<file path="src/rtl/bomb_slot_scheduler_if.sv">
// Handshake bundle between keyboard/player logic, the slot scheduler and the bomb instances.
// The master side drives requests, timing pulses and chain hits; the slave side is the scheduler.
interface bomb_slot_scheduler_if #(
   parameter int NUM_SLOTS = 3
);
   logic                 OneSecPulse;
   logic                 startOfFrame;
   logic                 drop_bomb_key;
   logic [10:0]          player_topLeftX;
   logic [10:0]          player_topLeftY;
   logic                 capacity_up;
   logic [NUM_SLOTS-1:0] chain_hit;
   logic [NUM_SLOTS-1:0] slot_arm;
   logic [10:0]          drop_X;
   logic [10:0]          drop_Y;
   logic [NUM_SLOTS-1:0] explode;
   logic [NUM_SLOTS-1:0] blast_active;
   logic                 drop_denied;
   logic [3:0]           bombs_left;

   modport master (
      output OneSecPulse, startOfFrame, drop_bomb_key, player_topLeftX, player_topLeftY,
             capacity_up, chain_hit,
      input  slot_arm, drop_X, drop_Y, explode, blast_active, drop_denied, bombs_left
   );

   modport slave (
      input  OneSecPulse, startOfFrame, drop_bomb_key, player_topLeftX, player_topLeftY,
             capacity_up, chain_hit,
      output slot_arm, drop_X, drop_Y, explode, blast_active, drop_denied, bombs_left
   );
endinterface

</file>
<file path="src/rtl/bomb_slot_scheduler.sv">
// Allocates bomb slots on a drop-key edge and sequences each slot's fuse and blast lifetime.
// state    | meaning
// S_IDLE   | slot free, available for the next grant
// S_ARMED  | bomb placed, fuse counting OneSecPulse ticks down to detonation
// S_BLAST  | blast visible, frame counter counting startOfFrame ticks down to release
module bomb_slot_scheduler #(
   parameter int NUM_SLOTS      = 3,
   parameter int FUSE_SECONDS   = 3,
   parameter int BLAST_FRAMES   = 30,
   parameter int START_CAPACITY = 2,
   parameter int MAX_CAPACITY   = 3
) (
   input logic                  clk,
   input logic                  resetN,
   bomb_slot_scheduler_if.slave bus
);
   typedef enum logic [1:0] {S_IDLE, S_ARMED, S_BLAST} slot_state_e;

   slot_state_e                state_q [NUM_SLOTS];
   slot_state_e                state_d [NUM_SLOTS];
   logic [NUM_SLOTS-1:0][3:0]  fuse_cnt_q, fuse_cnt_d;
   logic [NUM_SLOTS-1:0][5:0]  frame_cnt_q, frame_cnt_d;
   logic [NUM_SLOTS-1:0][10:0] pos_x_q, pos_x_d, pos_y_q, pos_y_d;
   logic [10:0]                drop_x_q, drop_x_d, drop_y_q, drop_y_d;
   logic                       key_q, key_d;
   logic [NUM_SLOTS-1:0]       arm_q, arm_d, explode_q, explode_d;
   logic                       denied_q, denied_d;
   logic [3:0]                 cap_q, cap_d;

   logic [3:0]                 occ_cnt;
   logic                       pos_hit;
   logic                       idle_found;
   int                         free_idx;
   logic                       drop_req;
   logic                       grant_ok;
   logic [NUM_SLOTS-1:0]       blast_vec;

   // Grant conditions look only at registered state, so a slot freed on this edge waits a request.
   always_comb begin
      occ_cnt    = '0;
      pos_hit    = 1'b0;
      idle_found = 1'b0;
      free_idx   = 0;
      blast_vec  = '0;
      for (int i = 0; i < NUM_SLOTS; i++) begin
         if (state_q[i] != S_IDLE) occ_cnt = occ_cnt + 4'd1;
         if (state_q[i] == S_ARMED && pos_x_q[i] == bus.player_topLeftX &&
             pos_y_q[i] == bus.player_topLeftY) pos_hit = 1'b1;
         if (state_q[i] == S_IDLE && !idle_found) begin
            idle_found = 1'b1;
            free_idx   = i;
         end
         blast_vec[i] = (state_q[i] == S_BLAST);
      end
   end

   assign drop_req = bus.drop_bomb_key & ~key_q;
   assign grant_ok = (occ_cnt < cap_q) && idle_found && !pos_hit;

   always_comb begin
      state_d     = state_q;
      fuse_cnt_d  = fuse_cnt_q;
      frame_cnt_d = frame_cnt_q;
      pos_x_d     = pos_x_q;
      pos_y_d     = pos_y_q;
      drop_x_d    = drop_x_q;
      drop_y_d    = drop_y_q;
      key_d       = bus.drop_bomb_key;
      arm_d       = '0;
      explode_d   = '0;
      denied_d    = 1'b0;
      cap_d       = cap_q;

      if (bus.capacity_up && cap_q < 4'(MAX_CAPACITY)) cap_d = cap_q + 4'd1;

      for (int i = 0; i < NUM_SLOTS; i++) begin
         case (state_q[i])
            S_ARMED: begin
               if (bus.chain_hit[i] || (bus.OneSecPulse && fuse_cnt_q[i] == 4'd1)) begin
                  state_d[i]     = S_BLAST;
                  explode_d[i]   = 1'b1;
                  frame_cnt_d[i] = 6'(BLAST_FRAMES);
               end else if (bus.OneSecPulse) begin
                  fuse_cnt_d[i] = fuse_cnt_q[i] - 4'd1;
               end
            end
            S_BLAST: begin
               if (bus.startOfFrame) begin
                  if (frame_cnt_q[i] == 6'd1) state_d[i] = S_IDLE;
                  else frame_cnt_d[i] = frame_cnt_q[i] - 6'd1;
               end
            end
            default: ;
         endcase
      end

      if (drop_req) begin
         if (grant_ok) begin
            state_d[free_idx]    = S_ARMED;
            fuse_cnt_d[free_idx] = 4'(FUSE_SECONDS);
            pos_x_d[free_idx]    = bus.player_topLeftX;
            pos_y_d[free_idx]    = bus.player_topLeftY;
            drop_x_d             = bus.player_topLeftX;
            drop_y_d             = bus.player_topLeftY;
            arm_d[free_idx]      = 1'b1;
         end else begin
            denied_d = 1'b1;
         end
      end
   end

   always_ff @(posedge clk or negedge resetN) begin
      if (!resetN) begin
         for (int i = 0; i < NUM_SLOTS; i++) state_q[i] <= S_IDLE;
         fuse_cnt_q  <= '0;
         frame_cnt_q <= '0;
         pos_x_q     <= '0;
         pos_y_q     <= '0;
         drop_x_q    <= '0;
         drop_y_q    <= '0;
         key_q       <= 1'b0;
         arm_q       <= '0;
         explode_q   <= '0;
         denied_q    <= 1'b0;
         cap_q       <= 4'(START_CAPACITY);
      end else begin
         state_q     <= state_d;
         fuse_cnt_q  <= fuse_cnt_d;
         frame_cnt_q <= frame_cnt_d;
         pos_x_q     <= pos_x_d;
         pos_y_q     <= pos_y_d;
         drop_x_q    <= drop_x_d;
         drop_y_q    <= drop_y_d;
         key_q       <= key_d;
         arm_q       <= arm_d;
         explode_q   <= explode_d;
         denied_q    <= denied_d;
         cap_q       <= cap_d;
      end
   end

   assign bus.slot_arm     = arm_q;
   assign bus.explode      = explode_q;
   assign bus.drop_denied  = denied_q;
   assign bus.drop_X       = drop_x_q;
   assign bus.drop_Y       = drop_y_q;
   assign bus.blast_active = blast_vec;
   assign bus.bombs_left   = (cap_q > occ_cnt) ? cap_q - occ_cnt : 4'd0;
endmodule

</file>
<file path="src/flat_wrapper.sv">
// flat-port wrapper written by rule: the top's interface ports become plain ports
module bomb_slot_scheduler_flat 
#(
   parameter int NUM_SLOTS      = 3,
   parameter int FUSE_SECONDS   = 3,
   parameter int BLAST_FRAMES   = 30,
   parameter int START_CAPACITY = 2,
   parameter int MAX_CAPACITY   = 3
)
  (clk, resetN, bus_OneSecPulse, bus_startOfFrame, bus_drop_bomb_key, bus_player_topLeftX, bus_player_topLeftY, bus_capacity_up, bus_chain_hit, bus_slot_arm, bus_drop_X, bus_drop_Y, bus_explode, bus_blast_active, bus_drop_denied, bus_bombs_left);
  bomb_slot_scheduler_if #(.NUM_SLOTS(NUM_SLOTS)) bus_i ();
  input logic clk;
  input logic resetN;
  input wire logic [$bits(bus_i.OneSecPulse)-1:0] bus_OneSecPulse;
  input wire logic [$bits(bus_i.startOfFrame)-1:0] bus_startOfFrame;
  input wire logic [$bits(bus_i.drop_bomb_key)-1:0] bus_drop_bomb_key;
  input wire logic [$bits(bus_i.player_topLeftX)-1:0] bus_player_topLeftX;
  input wire logic [$bits(bus_i.player_topLeftY)-1:0] bus_player_topLeftY;
  input wire logic [$bits(bus_i.capacity_up)-1:0] bus_capacity_up;
  input wire logic [$bits(bus_i.chain_hit)-1:0] bus_chain_hit;
  output wire logic [$bits(bus_i.slot_arm)-1:0] bus_slot_arm;
  output wire logic [$bits(bus_i.drop_X)-1:0] bus_drop_X;
  output wire logic [$bits(bus_i.drop_Y)-1:0] bus_drop_Y;
  output wire logic [$bits(bus_i.explode)-1:0] bus_explode;
  output wire logic [$bits(bus_i.blast_active)-1:0] bus_blast_active;
  output wire logic [$bits(bus_i.drop_denied)-1:0] bus_drop_denied;
  output wire logic [$bits(bus_i.bombs_left)-1:0] bus_bombs_left;
  assign bus_i.OneSecPulse = bus_OneSecPulse;
  assign bus_i.startOfFrame = bus_startOfFrame;
  assign bus_i.drop_bomb_key = bus_drop_bomb_key;
  assign bus_i.player_topLeftX = bus_player_topLeftX;
  assign bus_i.player_topLeftY = bus_player_topLeftY;
  assign bus_i.capacity_up = bus_capacity_up;
  assign bus_i.chain_hit = bus_chain_hit;
  assign bus_slot_arm = bus_i.slot_arm;
  assign bus_drop_X = bus_i.drop_X;
  assign bus_drop_Y = bus_i.drop_Y;
  assign bus_explode = bus_i.explode;
  assign bus_blast_active = bus_i.blast_active;
  assign bus_drop_denied = bus_i.drop_denied;
  assign bus_bombs_left = bus_i.bombs_left;
  bomb_slot_scheduler #(.NUM_SLOTS(NUM_SLOTS), .FUSE_SECONDS(FUSE_SECONDS), .BLAST_FRAMES(BLAST_FRAMES), .START_CAPACITY(START_CAPACITY), .MAX_CAPACITY(MAX_CAPACITY)) u_core (.clk(clk), .resetN(resetN), .bus(bus_i));
endmodule
</file>
<file path="config.mk">
export PLATFORM = sky130hd
export DESIGN_NAME = bomb_slot_scheduler_flat
export DESIGN_NICKNAME = d
export VERILOG_FILES = /design/src/rtl/bomb_slot_scheduler_if.sv /design/src/rtl/bomb_slot_scheduler.sv /design/src/flat_wrapper.sv
export SDC_FILE = /design/constraint.sdc
export NUM_CORES = 1
export LEC_CHECK = 0
export BUFFER_PORTS_ARGS = -buffer_cell sky130_fd_sc_hd__buf_2
export CAP_MARGIN = 15
export CORE_MARGIN = 8
export CORE_UTILIZATION = 50
export DETAILED_ROUTE_END_ITERATION = 12
export PLACE_DENSITY = 0.78
export SLEW_MARGIN = 10
export SYNTH_ARGS = -nofsm -noshare
export SYNTH_HDL_FRONTEND = slang
export SYNTH_SLANG_ARGS = --single-unit
</file>
<file path="constraint.sdc">
create_clock -name clk -period 4.65 [get_ports clk]
set_input_delay 0.465 -clock clk [delete_from_list [all_inputs] [get_ports clk]]
set_output_delay 0.465 -clock clk [all_outputs]
set_load 0.1 [all_outputs]
</file>
* Word-level counts from Yosys, hierarchy flattened *
Cells that the tools add are included.

word-level totals
  output and inout port bits = 36
  register bits = 136
  logic and storage cells = 179
  input bits = 31

operators by class
  reductions and logical operators = 35
  bitwise logic cells = 9
  add/sub/neg operators = 10
  multiplexer cells = 69
  eq/ne operators = 27
  order comparisons = 7

operators by type and width
  cell                                                          number
  bitwise mux 33 bit                                            2
  == test 11 bit                                                6
  2-to-1 mux 6 bit                                              11
  2-to-1 mux 4 bit                                              13
  case mux 6 bit (2 select lines)                               3
  >= comparator 32 x 3 -> 1 bit (second input constant)         1
  less-than comparator 32 x 1 -> 1 bit (second input constant)  1
  inverter 2 -> 32 bit                                          1
  2-to-1 mux 12 bit                                             2
  demux 11 bit (select 2 bit)                                   1
  2-to-1 mux 2 bit                                              11
  == test 6 x 1 -> 1 bit (second input constant)                3
  != test 2 bit (second input constant)                         9
  subtractor 6 x 1 -> 6 bit (second input constant)             3
  2-to-1 mux 1 bit                                              17
  logical AND 1 bit                                             16
  adder 4 x 1 -> 4 bit (second input constant)                  3
  == test 4 x 1 -> 1 bit (second input constant)                3
  case mux 2 bit (2 select lines)                               3
  AND reduction 4 bit                                           3
  nonzero test 2 bit                                            6
  subtractor 4 x 1 -> 4 bit (second input constant)             3
  2-to-1 mux 11 bit                                             1
  demux 4 bit (select 2 bit)                                    1
  other kinds (23)                                              34

* Depth between registers and ports, before layout *
Gate-level depths: netlist (run 1).

  depth in word-level cells = 17
  depth in mapped cells = 15
  gate-level depth less buffers = 14

* Least setup slack after synthesis (run 1) *
OpenSTA, ideal clock, no wires.

  path type = register to output
  start = register u_core.state_q[3] (netlist bit)
  end = output bus_bombs_left[2]
  data required time = 4185 ps
  arrival = 3232 ps
  setup slack = 953 ps
  cell stages (with the launch flop) = 11
  buffers on the path = 0
  cell sequence = dfrtp_1 > inv_1 > ha_1 > inv_1 > ha_1 > xnor2_1 > ha_1 > fa_1 > a21oi_1 > nor3_2 > nor2_1

on the way
  word-level cells in the longest chain between the ends = 6
  elaborated cells between the ends (all ways) = 7
  classes of those cells = 2 x add/sub; 1 x order compare; 3 x mux; 1 x reduce/logical

ends and longest elaborated chain
  what                                                                      line                        text
  from (decl)                                                               bomb_slot_scheduler.sv:19   slot_state_e state_q [NUM_SLOTS];
  from (signal assigned)                                                    bomb_slot_scheduler.sv:127  state_q <= state_d;
  nonzero test 2 bit *                                                      bomb_slot_scheduler.sv:46   if (state_q[i] != S_IDLE) occ_cnt = occ_cnt + 4'd1;
  2-to-1 mux 4 bit *                                                        bomb_slot_scheduler.sv:46
  adder 4 x 1 -> 4 bit                                                      bomb_slot_scheduler.sv:46
  2-to-1 mux 4 bit *                                                        bomb_slot_scheduler.sv:46
  subtractor 4 bit / greater-than comparator 4 bit (equally long branches)  bomb_slot_scheduler.sv:148  assign bus.bombs_left = (cap_q > occ_cnt) ? cap_q - occ_cnt : 4'd0;
  2-to-1 mux 4 bit *                                                        bomb_slot_scheduler.sv:148
  to (decl)                                                                 flat_wrapper.sv:27          output wire logic [$bits(bus_i.bombs_left)-1:0] bus_bombs_left;

Every way passes the cells marked *; elsewhere a longest branch is shown, timed or not.

* Worst setup path after layout (run 1) *
  start = register u_core.state_q[5] (netlist bit)
  end = register u_core.pos_x_q[30] (netlist bit)

on the way
  word-level cells in the longest chain between the ends = 13
  elaborated cells between the ends (all ways) = 33
  classes of those cells = 2 x add/sub; 3 x order compare; 1 x eq/ne; 14 x mux; 13 x reduce/logical

ends and longest elaborated chain
  what                                                           line                        text
  branches (longest 13 deep; another with adder 4 x 1 -> 4 bit)  n/a
  to (signal assigned)                                           bomb_slot_scheduler.sv:130  pos_x_q <= pos_x_d;
  to (decl)                                                      bomb_slot_scheduler.sv:23   logic [NUM_SLOTS-1:0][10:0] pos_x_q, pos_x_d, pos_y_q, pos_y_d;

Parallel ways; which one is timed is not known.
A chain may end at the register's enable or synchronous reset.

==> results.md, run 1 <==
- Remaining DRCs: 0
- Synth Area in Compound Gates: 0.0407
- Relative slew slack: 0.450
- Gr usage total: 0.168
- Post-Synth Simple-Gate Area: 0.105
- Status: complete, no violations
- Crit. End Element: flop
- Synth Area in Adders: 0.0549
- Global-route wire length before repair: around 24000 microns
- Post-DRT Antenna Nets: 0
- Clock-pin slew on the worst setup and hold paths: 0.06 ns
- Count of state elements after synthesis: 136
- Router iterations before antenna repair: 4
- Vias per cell: 5.34
- Total global routing overflow: 0
- F_max: between 200 and 300 MHz
- Post-synthesis xor/xnor area fraction: 0.111
- Post-route clock skew: roughly 0.0076 ns
- Port bufs: 66
- Most frequent cells after synthesis: dfrtp_1, mux2_2, xnor2_1
- Post-synth ARST share: 1.00
- Hpwl dp: roughly 10000 microns
- Final setup viols: 0
- CTS tree: yes
- CTS buffer count: 17
- Largest family of logic cells by synthesized area: multiplexers
- Cts repair resizes: 0
- Clock sink count: 136
- Actual slew at the worst max-slew pin: 0.824 ns
- Mapped Cells: just under 600
- Vias in the first global route: 4884
- Critical path required time: 4.95 ns
- Die height: between 100 and 150 microns
- Crit path launch type: flop
- Average cell area after synthesis: between 10 and 15 sq um
- Max-cap violations: 0
- Critical Path AT: ~4 ns
- GP Congestion: 0.814
- Die width: around 130 microns
- CTS max path bufs: 2
- Final min period: between 3 and 4 ns
- Via count: ~4400
- Final Cycle Share: 0.798
- CTS H-tree lvls: 4
- Unrepaired setup endpoints after global routing: no
- First DRT Iteration DRCs: ~300
- Final setup TNS: 0 ns
- WL/cell: between 15 and 20 microns
- Post-synth EDFFs: 0
- Cell taking the most area after synthesis: dfrtp_1
- Setup Buffers After CTS: 0
- DIE AREA: ~0.018 sq mm
- ANT cells: 0
- Pin count of the biggest net entering global routing: 92
- Yosys cell types: 48
- Seq/Total Area, Yosys: 0.488
- Starting Density: 0.507
- # IOs: 67
- Crit-path max FO: 28
- Core Area: 0.0138 sq mm
- Mapped cell area: roughly 0.0070 sq mm
- # hold bufs at CTS: 0
- Worst hold-check path type: in -> async
- Layout Utilization: 0.574
- Critical path class: reg -> reg
- Pins Over Slew Limit: 0
- Most used DFF post-synth: dfrtp_1
- Area delta synth->final: 13.3%
- Drt total wl: 14100 microns
- Final Hold Viols: 0
- Nets: between 600 and 700
- Skew-Pair Late Insertion Delay: about 0.42 ns
- Initial antenna violation count: 0
- Post-Synthesis Net Count: 641
- Most common cell in the netlist: dfrtp_1
- Top cell type's share of synthesized area: 0.484
- Root Buffer: clkbuf_16
- Std-Cell Rows: between 40 and 50
- Post-synthesis mux area share: 0.148
- Synth Warn #: 0
- Largest cells by area after synthesis: dfrtp_1, mux2_2, xnor2_1
- Layout cells sized above 1: 0.287
-- critical path, stage by stage, from the launching register on --
cell	delay, ns
dfrtp_1	0.40
inv_1	0.12
ha_1	0.20
inv_1	0.08
ha_1	0.32
xnor2_1	0.13
ha_1	0.21
fa_1	0.40
a21oi_1	0.17
nor3_2	0.11
nor3_2	0.30
and4b_1	0.32
nand3_4	0.35
mux2_1	0.46
-- cells by family (layout without fill, tap and decap cells) --
kind of cell | after synthesis | after routing
DFF | 136 | 136
and+or+nand+nor | 125 | 125
adders and majority gates | 30 | 30
xor gates and xnor gates | 87 | 87
AOI/OAI and AO/OA | 45 | 45
muxes | 90 | 90
buffers and inverters | 67 | 131
-- flip-flops by register name, indices dropped and copies added (netlist names) --
signal,cells
u_core.pos_x_q,33
u_core.bus.slot_arm,3
u_core.bus.drop_Y,11
u_core.bus.drop_X,11
u_core.cap_q,4
u_core.bus.explode,3
u_core.state_q,6
u_core.pos_y_q,33
u_core.frame_cnt_q,18
u_core.bus.drop_denied,1
u_core.fuse_cnt_q,12
u_core.key_q,1
-- per-layer routing --
layer	routed length [microns]	track usage
met5	0	0
met2	7300	0.290
met4	214	0.0543
met1	6110	0.200
met3	505	0.0453
-- through the flow --
stage          hold slack (ns)  cell area [sq um]  worst slack (ns)  std cells
6_report                 0.116               7910             0.939        824
5_1_grt                  0.161               7910             0.710        824
4_1_cts                  0.154               7910             0.923        824
3_5_place_dp             0.462               7310             0.974        792
3_3_place_gp             0.447               7310              1.13        792
2_1_floorplan            0.169               6980             0.953        580
-- path summary, 6_finish.rpt --
kind,from,endpoint,slack (ns),cells after the start
setup / recovery,u_core.state_q[5],u_core.pos_x_q[30],0.94,13
min in group clk,bus_drop_bomb_key,u_core.key_q,0.17,1
hold reg to reg,u_core.cap_q[2],u_core.cap_q[2],0.47,0
max in group asynchronous,resetN,u_core.pos_y_q[20],3.45,2
setup reg to reg,u_core.state_q[5],u_core.pos_x_q[30],0.94,13
hold / removal,resetN,u_core.state_q[1],0.12,1
-- area by class of cell --
| class | instances | area (sq um) |
|---|---|---|
| repair buffers | 68 | 352 |
| fillers | 1159 | 5870 |
| clock buffers | 24 | 472 |
| multi-input cells | 377 | 3210 |
| clock inverters | 8 | 120 |
| inverters | 31 | 121 |
| well taps | 180 | 225 |
| flip-flops and latches | 136 | 3400 |
-- cell usage in the layout, fill, tap and decap left out, drive strengths merged, types with 2 or more instances in the layout --
| cell type | netlist | routed |
|---|---|---|
| nand4 | 23 | 23 |
| nand2 | 24 | 24 |
| and2 | 7 | 7 |
| dfrtp | 135 | 135 |
| nor4 | 9 | 9 |
| mux2 | 88 | 88 |
| mux2i | 2 | 2 |
| o21ai | 13 | 13 |
| inv | 31 | 31 |
| clkinv | 0 | 3 |
| a21oi | 12 | 12 |
| bufinv | 0 | 3 |
| clkbuf | 3 | 24 |
| xnor2 | 66 | 66 |
| nor3 | 7 | 7 |
| nor2b | 6 | 6 |
| a22oi | 2 | 2 |
| nor4bb | 2 | 2 |
| nand3 | 15 | 15 |
| o211ai | 3 | 3 |
| and3 | 4 | 4 |
| nand2b | 5 | 5 |
| clkinvlp | 0 | 2 |
| nor2 | 21 | 21 |
| buf | 33 | 68 |
| ha | 29 | 29 |
| a2bb2oi | 2 | 2 |
| a31oi | 8 | 8 |
| xor2 | 21 | 21 |
Power of run 1 is not shown: default switching activity piles up to over one toggle a cycle in this logic, so the estimate is an artifact.
==> run 2: changes to the inputs <==
Settings changed: PLACE_DENSITY 0.78 to 0.81.
Clock period 4.65 ns to 3.2 ns, I/O delays scaled along.
==> results.md, run 2 (synthesized netlist as in run 1, its figures left out) <==
- Register area: 0.00340 sq mm (unchanged)
- Post-DRT Antenna Nets: 0 (unchanged)
- Initial antenna violation count: 0 (unchanged)
- Layout cells sized above 1: 0.348 (was 0.287)
- # IOs: 67 (unchanged)
- Relative slew slack: 0.475 (was 0.450)
- Clock sink count: 136 (unchanged)
- Largest regs: u_core.pos_x_q: 33 flops, u_core.pos_y_q: 33 flops, u_core.frame_cnt_q: 18 flops (unchanged)
- Hpwl dp: 10100 microns (was 9950 microns)
- Skew-Pair Late Insertion Delay: 0.42 ns (about the same)
- DP Cell Count: 809 (was 792)
- Final setup TNS: 0 ns (unchanged)
- Global-route wire length before repair: 24200 microns (was 24000 microns)
- Pin count of the biggest net entering global routing: 86 (was 92)
- Worst reg2reg endpoint: u_core.pos_x_q[22] (was u_core.pos_x_q[30])
- Gr usage total: 0.169 (was 0.168)
- Non-Filler Instances: 850 (was 824)
- FILL cells: 1071 (was 1159)
- ANT cells: 0 (unchanged)
- Launching point of the worst reg2reg path: u_core.state_q[5] (unchanged)
- Die width: 134 microns (unchanged)
- CTS max path bufs: 2 (unchanged)
- Root Buffer: clkbuf_16 (unchanged)
- Critical Path AT: 2.78 ns (was 4.01 ns)
- Core Area: 0.0138 sq mm (unchanged)
- F_max: 323 MHz
- Final min period: around 3.1 ns
- Actual slew at the worst max-slew pin: 0.787 ns (was 0.824 ns)
- WL/cell: 17.4 microns (was 17.1 microns)
- CP Capture Point: bus_bombs_left[1] (was u_core.pos_x_q[30])
- Max-cap violations: 0 (unchanged)
- Drt total wl: 14800 microns (was 14100 microns)
- Crit-path max FO: 5 (was 28)
- Critical path class: reg -> out (was reg -> reg)
- Status: complete, no violations (unchanged)
- Vias in the first global route: 4913 (was 4884)
- DIE AREA: 0.0180 sq mm (unchanged)
- Via count: 4603 (was 4403)
- Crit. End Element: primary output (was flop)
- Nets: 718 (was 692)
- Critical path required time: 2.88 ns (was 4.95 ns)
- First DRT Iteration DRCs: 218 (was 299)
- Vias per cell: 5.42 (was 5.34)
- Final Hold Viols: 0 (unchanged)
- Clock-pin slew on the worst setup and hold paths: 0.06 ns (about the same)
- Worst hold-check path type: in -> reg (was in -> async)
- GP Congestion: 0.765 (was 0.814)
- Starting Density: 0.507 (unchanged)
- Crit path launch type: flop (unchanged)
- Std-Cell Rows: 43 (unchanged)
- Post-route clock skew: 0.00616 ns (was 0.00763 ns)
- Most frequent cells in the layout: dfrtp_1, mux2_2, xnor2_1 (was dfrtp_1, mux2_2, buf_2)
- Layout Utilization: 0.603 (was 0.574)
- Unrepaired setup endpoints after global routing: yes (was no)
- Die height: 134 microns (unchanged)
- WHS: 0.0201 ns (was 0.116 ns)
- Final Cycle Share: 0.968
- Most common cell after layout, fill and taps aside: dfrtp_1 (unchanged)
- Remaining DRCs: 0 (unchanged)
- Router iterations before antenna repair: 4 (unchanged)
- Crit. Startpoint: u_core.state_q[5] (unchanged)
- Final setup viols: 0 (unchanged)
- CTS H-tree lvls: 4 (unchanged)
- Area delta synth->final: 19.0% (was 13.3%)
- Area of the multi-input gates: 0.00337 sq mm (was 0.00321 sq mm)
- Worst reg2reg setup slack: 0.11 ns (was 0.94 ns)
- CTS buffer count: 17 (unchanged)
- R2R cell count: 13 (unchanged)
- CTS tree: yes (unchanged)
- Pins Over Slew Limit: 0 (unchanged)
- Total global routing overflow: 0 (unchanged)
- Port bufs: 66 (unchanged)
-- run 2: cell types whose count changed in the layout (fill, tap and decap cells not counted), sizes merged, moves of 2 or more --
cell and change:
buf +22, clkbuf -3, nand3 +3, clkinv +2
-- run 2: how the worst min path moves through the flow --
stage | slack, ns | cells past startpoint | start | to
finish | 0.02 | 1 | bus_drop_bomb_key | u_core.key_q
global route | 0.02 | 1 | bus_drop_bomb_key | u_core.key_q
CTS | 0.008 | 1 | bus_drop_bomb_key | u_core.key_q
detailed placement | 0.44 | 1 | resetN | u_core.frame_cnt_q[14]
global placement | 0.43 | 1 | resetN | u_core.frame_cnt_q[15]
floorplan | 0.02 | 0 | resetN | u_core.bus.drop_X[0]
-- run 2: timing repair --
item,CTS,global route
hold endpoints to repair,66,0
setup buffers,0,5
hold buffers,1,0
setup endpoints to repair,45,61
cloned,0,3
gates resized for setup,11,21
pin swaps,0,7
-- run 2: metal layers --
| metal | share of wire | GRT usage | vias to the layer above |
|---|---|---|---|
| li1 | - | - | 2136 |
| met1 | 0.42 | 0.196 | 2368 |
| met2 | 0.53 | 0.294 | 87 |
| met3 | 0.046 | 0.0516 | 12 |
| met4 | 0.0093 | 0.0499 | 0 |
| met5 | 0 | 0 | - |
-- run 2: area by class of cell --
class,instances,share of cell area
Timing Repair Buffer,91,0.0726
Tap cell,180,0.0271
Clock buffer,21,0.0542
Sequential cell,136,0.410
Clock inverter,11,0.0149
Inverter,31,0.0146
Multi-Input combinational cell,380,0.406
-- run 2: critical path: stages (launching register included) --
cell and delay, ns:
dfrtp_1 0.39, inv_2 0.09, ha_4 0.14, inv_2 0.05, ha_4 0.24, xnor2_1 0.13
ha_2 0.21, fa_2 0.42, a21oi_4 0.14, nor3_4 0.06, buf_6 0.15, nor2_4 0.14
buf_12 0.18
-- run 2: metrics by stage --
step / setup WS, ns / area [sq um]
5_1_grt: -0.00153 / 8300
6_report: 0.103 / 8300
2_1_floorplan: -0.351 / 6980
3_5_place_dp: -0.0437 / 7510
4_1_cts: 0.0356 / 8150
3_3_place_gp: 0.0531 / 7510
Power of run 2 is left out for the same reason.
==> run 3: changes to the inputs <==
Settings changed: ABC_AREA set to 1, GPL_TIMING_DRIVEN set to 0, PLACE_DENSITY 0.81 to 0.78.
Clock period 3.2 ns to 3.75 ns, I/O delays scaled along.
==> results.md, run 3 <==
- Via count: 6972 (was 4603)
- Final setup TNS: 0 ns (unchanged)
- Slowest-stage cell, CP: buf_2 (was fa_2)
- Buf/Inv on CP: 5 (was 4)
- Design area: 0.00877 sq mm (was 0.00830 sq mm)
- Count of state elements after synthesis: 136 (unchanged)
- # IOs: 67 (unchanged)
- Initial antenna violation count: 0 (unchanged)
- Actual slew at the worst max-slew pin: 0.576 ns (was 0.787 ns)
- Power Dens Cells: 983 mW/mm^2
- Pins Over Slew Limit: 0 (unchanged)
- Unrepaired setup endpoints after global routing: no (was yes)
- Port bufs: 57 (was 66)
- Relative slew slack: 0.615 (was 0.475)
- Worst ir drop on vdd: around 510 uV
- First DRT Iteration DRCs: 752 (was 218)
- Global-route wire length before repair: 33100 microns (was 24200 microns)
- Std-Cell Rows: 45 (was 43)
- Largest regs: u_core.pos_x_q: 33 flops, u_core.pos_y_q: 33 flops, u_core.frame_cnt_q: 18 flops (unchanged)
- Nets: 1165 (was 718)
- Skew-Pair Late Insertion Delay: 0.43 ns (was 0.42 ns)
- GP Congestion: 0.962 (was 0.765)
- Die width: 139 microns (was 134 microns)
- Final min period: ~3.5 ns
- Final setup viols: 0 (unchanged)
- Launching point of the worst reg2reg path: u_core.state_q[4] (was u_core.state_q[5])
- Most common cell in the netlist: nand2_1 (was dfrtp_1)
- DIE AREA: 0.0193 sq mm (was 0.0180 sq mm)
- Top cell type's share of synthesized area: 0.447 (was 0.484)
- CTS buffer count: 17 (unchanged)
- Most common cell after layout, fill and taps aside: nand2_1 (was dfrtp_1)
- Area delta synth->final: 15.9% (was 19.0%)
- WHS: 0.0698 ns (was 0.0201 ns)
- Largest cells by area after synthesis: dfrtp_1, nand2_1, nand4_1 (was dfrtp_1, mux2_2, xnor2_1)
- Leak pwr: approximately 4.8 nW
- Critical-path cell list: inv_1 > ha_1 > inv_1 > ha_1 > xnor2_1 > ha_1 > fa_1 > inv_1 > nand2_1 > nand2_1 > inv_1 > nor2_1 > buf_2 (was inv_2 > ha_4 > inv_2 > ha_4 > xnor2_1 > ha_2 > fa_2 > a21oi_4 > nor3_4 > buf_6 > nor2_4 > buf_12)
- Hpwl dp: 14500 microns (was 10100 microns)
- Crit. Startpoint: u_core.state_q[4] (was u_core.state_q[5])
- CTS tree: yes (unchanged)
- Clock sink count: 136 (unchanged)
- Vias in the first global route: 6564 (was 4913)
- Critical Path AT: 3.10 ns (was 2.78 ns)
- Post-route clock skew: 0.0138 ns (was 0.00616 ns)
- Final worst setup slack: 0.279 ns (was 0.103 ns)
- Starting Density: 0.505 (was 0.507)
- Seq/Total Area, Yosys: 0.450 (was 0.488)
- Crit. End Element: primary output (unchanged)
- CTS H-tree lvls: 4 (unchanged)
- Most frequent cells after synthesis: nand2_1, dfrtp_1, inv_1 (was dfrtp_1, mux2_2, xnor2_1)
- Max-cap violations: 0 (unchanged)
- Mapped Cells: 1026 (was 580)
- Average cell area after synthesis: 7.37 sq um (was 12.0 sq um)
- Critical path required time: 3.38 ns (was 2.88 ns)
- DP Cell Count: 1272 (was 809)
- Area after DPL: 0.00812 sq mm (was 0.00751 sq mm)
- Mapped cell area: 0.00756 sq mm (was 0.00698 sq mm)
- Status: complete, no violations (unchanged)
- Crit path launch type: flop (unchanged)
- Die height: 139 microns (was 134 microns)
- Layout cells sized above 1: 0.138 (was 0.348)
- Drt total wl: 20000 microns (was 14800 microns)
- Post-Synthesis Net Count: 1087 (was 641)
- Hold Startpoint: bus_drop_bomb_key (unchanged)
- FILL cells: 1342 (was 1071)
- Non-Filler Instances: 1305 (was 850)
- Most used cell, CP: inv_1
- Dpl ws: 0.304 ns (was -0.0437 ns)
- Final Hold Viols: 0 (unchanged)
- Most used DFF post-synth: dfrtp_1 (unchanged)
- CP delay by family, top: adder cells (unchanged)
- Setup Buffers After CTS: 0 (unchanged)
- Gr usage total: 0.215 (was 0.169)
- Final Cycle Share: 0.926
- Yosys cell types: 31 (was 48)
- CTS max path bufs: 2 (unchanged)
- Synth Warn #: 0 (unchanged)
- Critical path class: reg -> out (unchanged)
- F_max: about 290 MHz
- Post-DRT Antenna Nets: 0 (unchanged)
- WL/cell: 15.4 microns (was 17.4 microns)
- Post-synth ARST share: 1.00 (unchanged)
- Total global routing overflow: 0 (unchanged)
- Root Buffer: clkbuf_16 (unchanged)
- ANT cells: 0 (unchanged)
- Worst path max stage delay: 0.44 ns (was 0.42 ns)
- Most frequent cells in the layout: nand2_1, dfrtp_1, inv_1 (was dfrtp_1, mux2_2, xnor2_1)
- Post-synth EDFFs: 0 (unchanged)
- Vias per cell: 5.34 (was 5.42)
- Router iterations before antenna repair: 5 (was 4)
- Remaining DRCs: 0 (unchanged)
- Pin count of the biggest net entering global routing: 88 (was 86)
- Clock-pin slew on the worst setup and hold paths: 0.06 ns (about the same)
- Core Area: 0.0150 sq mm (was 0.0138 sq mm)
- Cell taking the most area after synthesis: dfrtp_1 (unchanged)
- Crit-path max FO: 4 (was 5)
- Worst hold-check path type: in -> reg (unchanged)
-- run 3: cell types whose count changed in the layout (fill, tap and decap cells not counted), sizes merged, moves of 20 or more --
cell   before  now
inv        32  141
mux2       88    0
nand2      24  391
nand3      18   38
nand4      23   72
nor2       21   76
o21ai      13   52
xnor2      66   11
-- run 3: path summary, 6_finish.rpt --
kind | end | slack (ns) | cells past startpoint
max | bus_bombs_left[3] | 0.28 | 13
min | u_core.key_q | 0.07 | 1
max reg2reg | u_core.pos_y_q[31] | 0.31 | 19
min reg2reg | u_core.bus.drop_denied | 0.42 | 1
max in group asynchronous | u_core.fuse_cnt_q[7] | 2.50 | 3
min in group asynchronous | u_core.bus.drop_Y[6] | 0.46 | 2
-- run 3: cell type report --
class / instances / area (sq um) / share of cell area
clock buffers: 20 / 437 / 0.0498
plain buffers: 45 / 245 / 0.0280
well taps: 188 / 235 / 0.0268
inverters: 141 / 529 / 0.0604
repair buffers: 59 / 329 / 0.0375
clock inverters: 12 / 200 / 0.0228
flip-flops and latches: 136 / 3400 / 0.388
multi-input cells: 704 / 3390 / 0.386
-- run 3: repair_timing --
item,CTS,global route
hold buffers,1,0
endpoints found under the hold margin,49,0
gates resized for setup,0,2
endpoints found under the setup margin,0,11
-- run 3: through the flow --
step	power, W	util
floorplan	0.00576	-
global placement	0.00665	0.540
detailed placement	0.00676	0.542
CTS	0.00862	0.585
global route	0.00919	0.585
finish	0.00862	0.585
-- run 3: where the power goes --
| part | total (W) | internal [W] | switching (W) |
|---|---|---|---|
| clock | 0.00182 | 0.00118 | 0.000645 |
| sequential | 0.00247 | 0.00207 | 0.000399 |
| combinational | 0.00433 | 0.00104 | 0.00328 |
| total | 0.00862 | 0.00429 | 0.00433 |
-- run 3: cells by family (layout without fill, tap and decap cells) --
family,Yosys count,after routing,share of synthesized area
AOI/OAI and AO/OA,66,66,0.0463
xor gates and xnor gates,22,22,0.0255
adders and majority gates,30,30,0.0506
buffers and inverters,186,277,0.102
DFF,136,136,0.450
and+or+nand+nor,586,586,0.325
-- run 3: per-layer routing --
layer | vias to the layer above | GRT usage | share of wire | wire [microns]
li1 | 3375 | - | - | -
met1 | 3270 | 0.278 | 0.43 | 8610
met2 | 289 | 0.332 | 0.45 | 9040
met3 | 38 | 0.0530 | 0.089 | 1790
met4 | 0 | 0.105 | 0.030 | 592
met5 | - | 0 | 0 | 0
(Power assumes the default switching activity.)
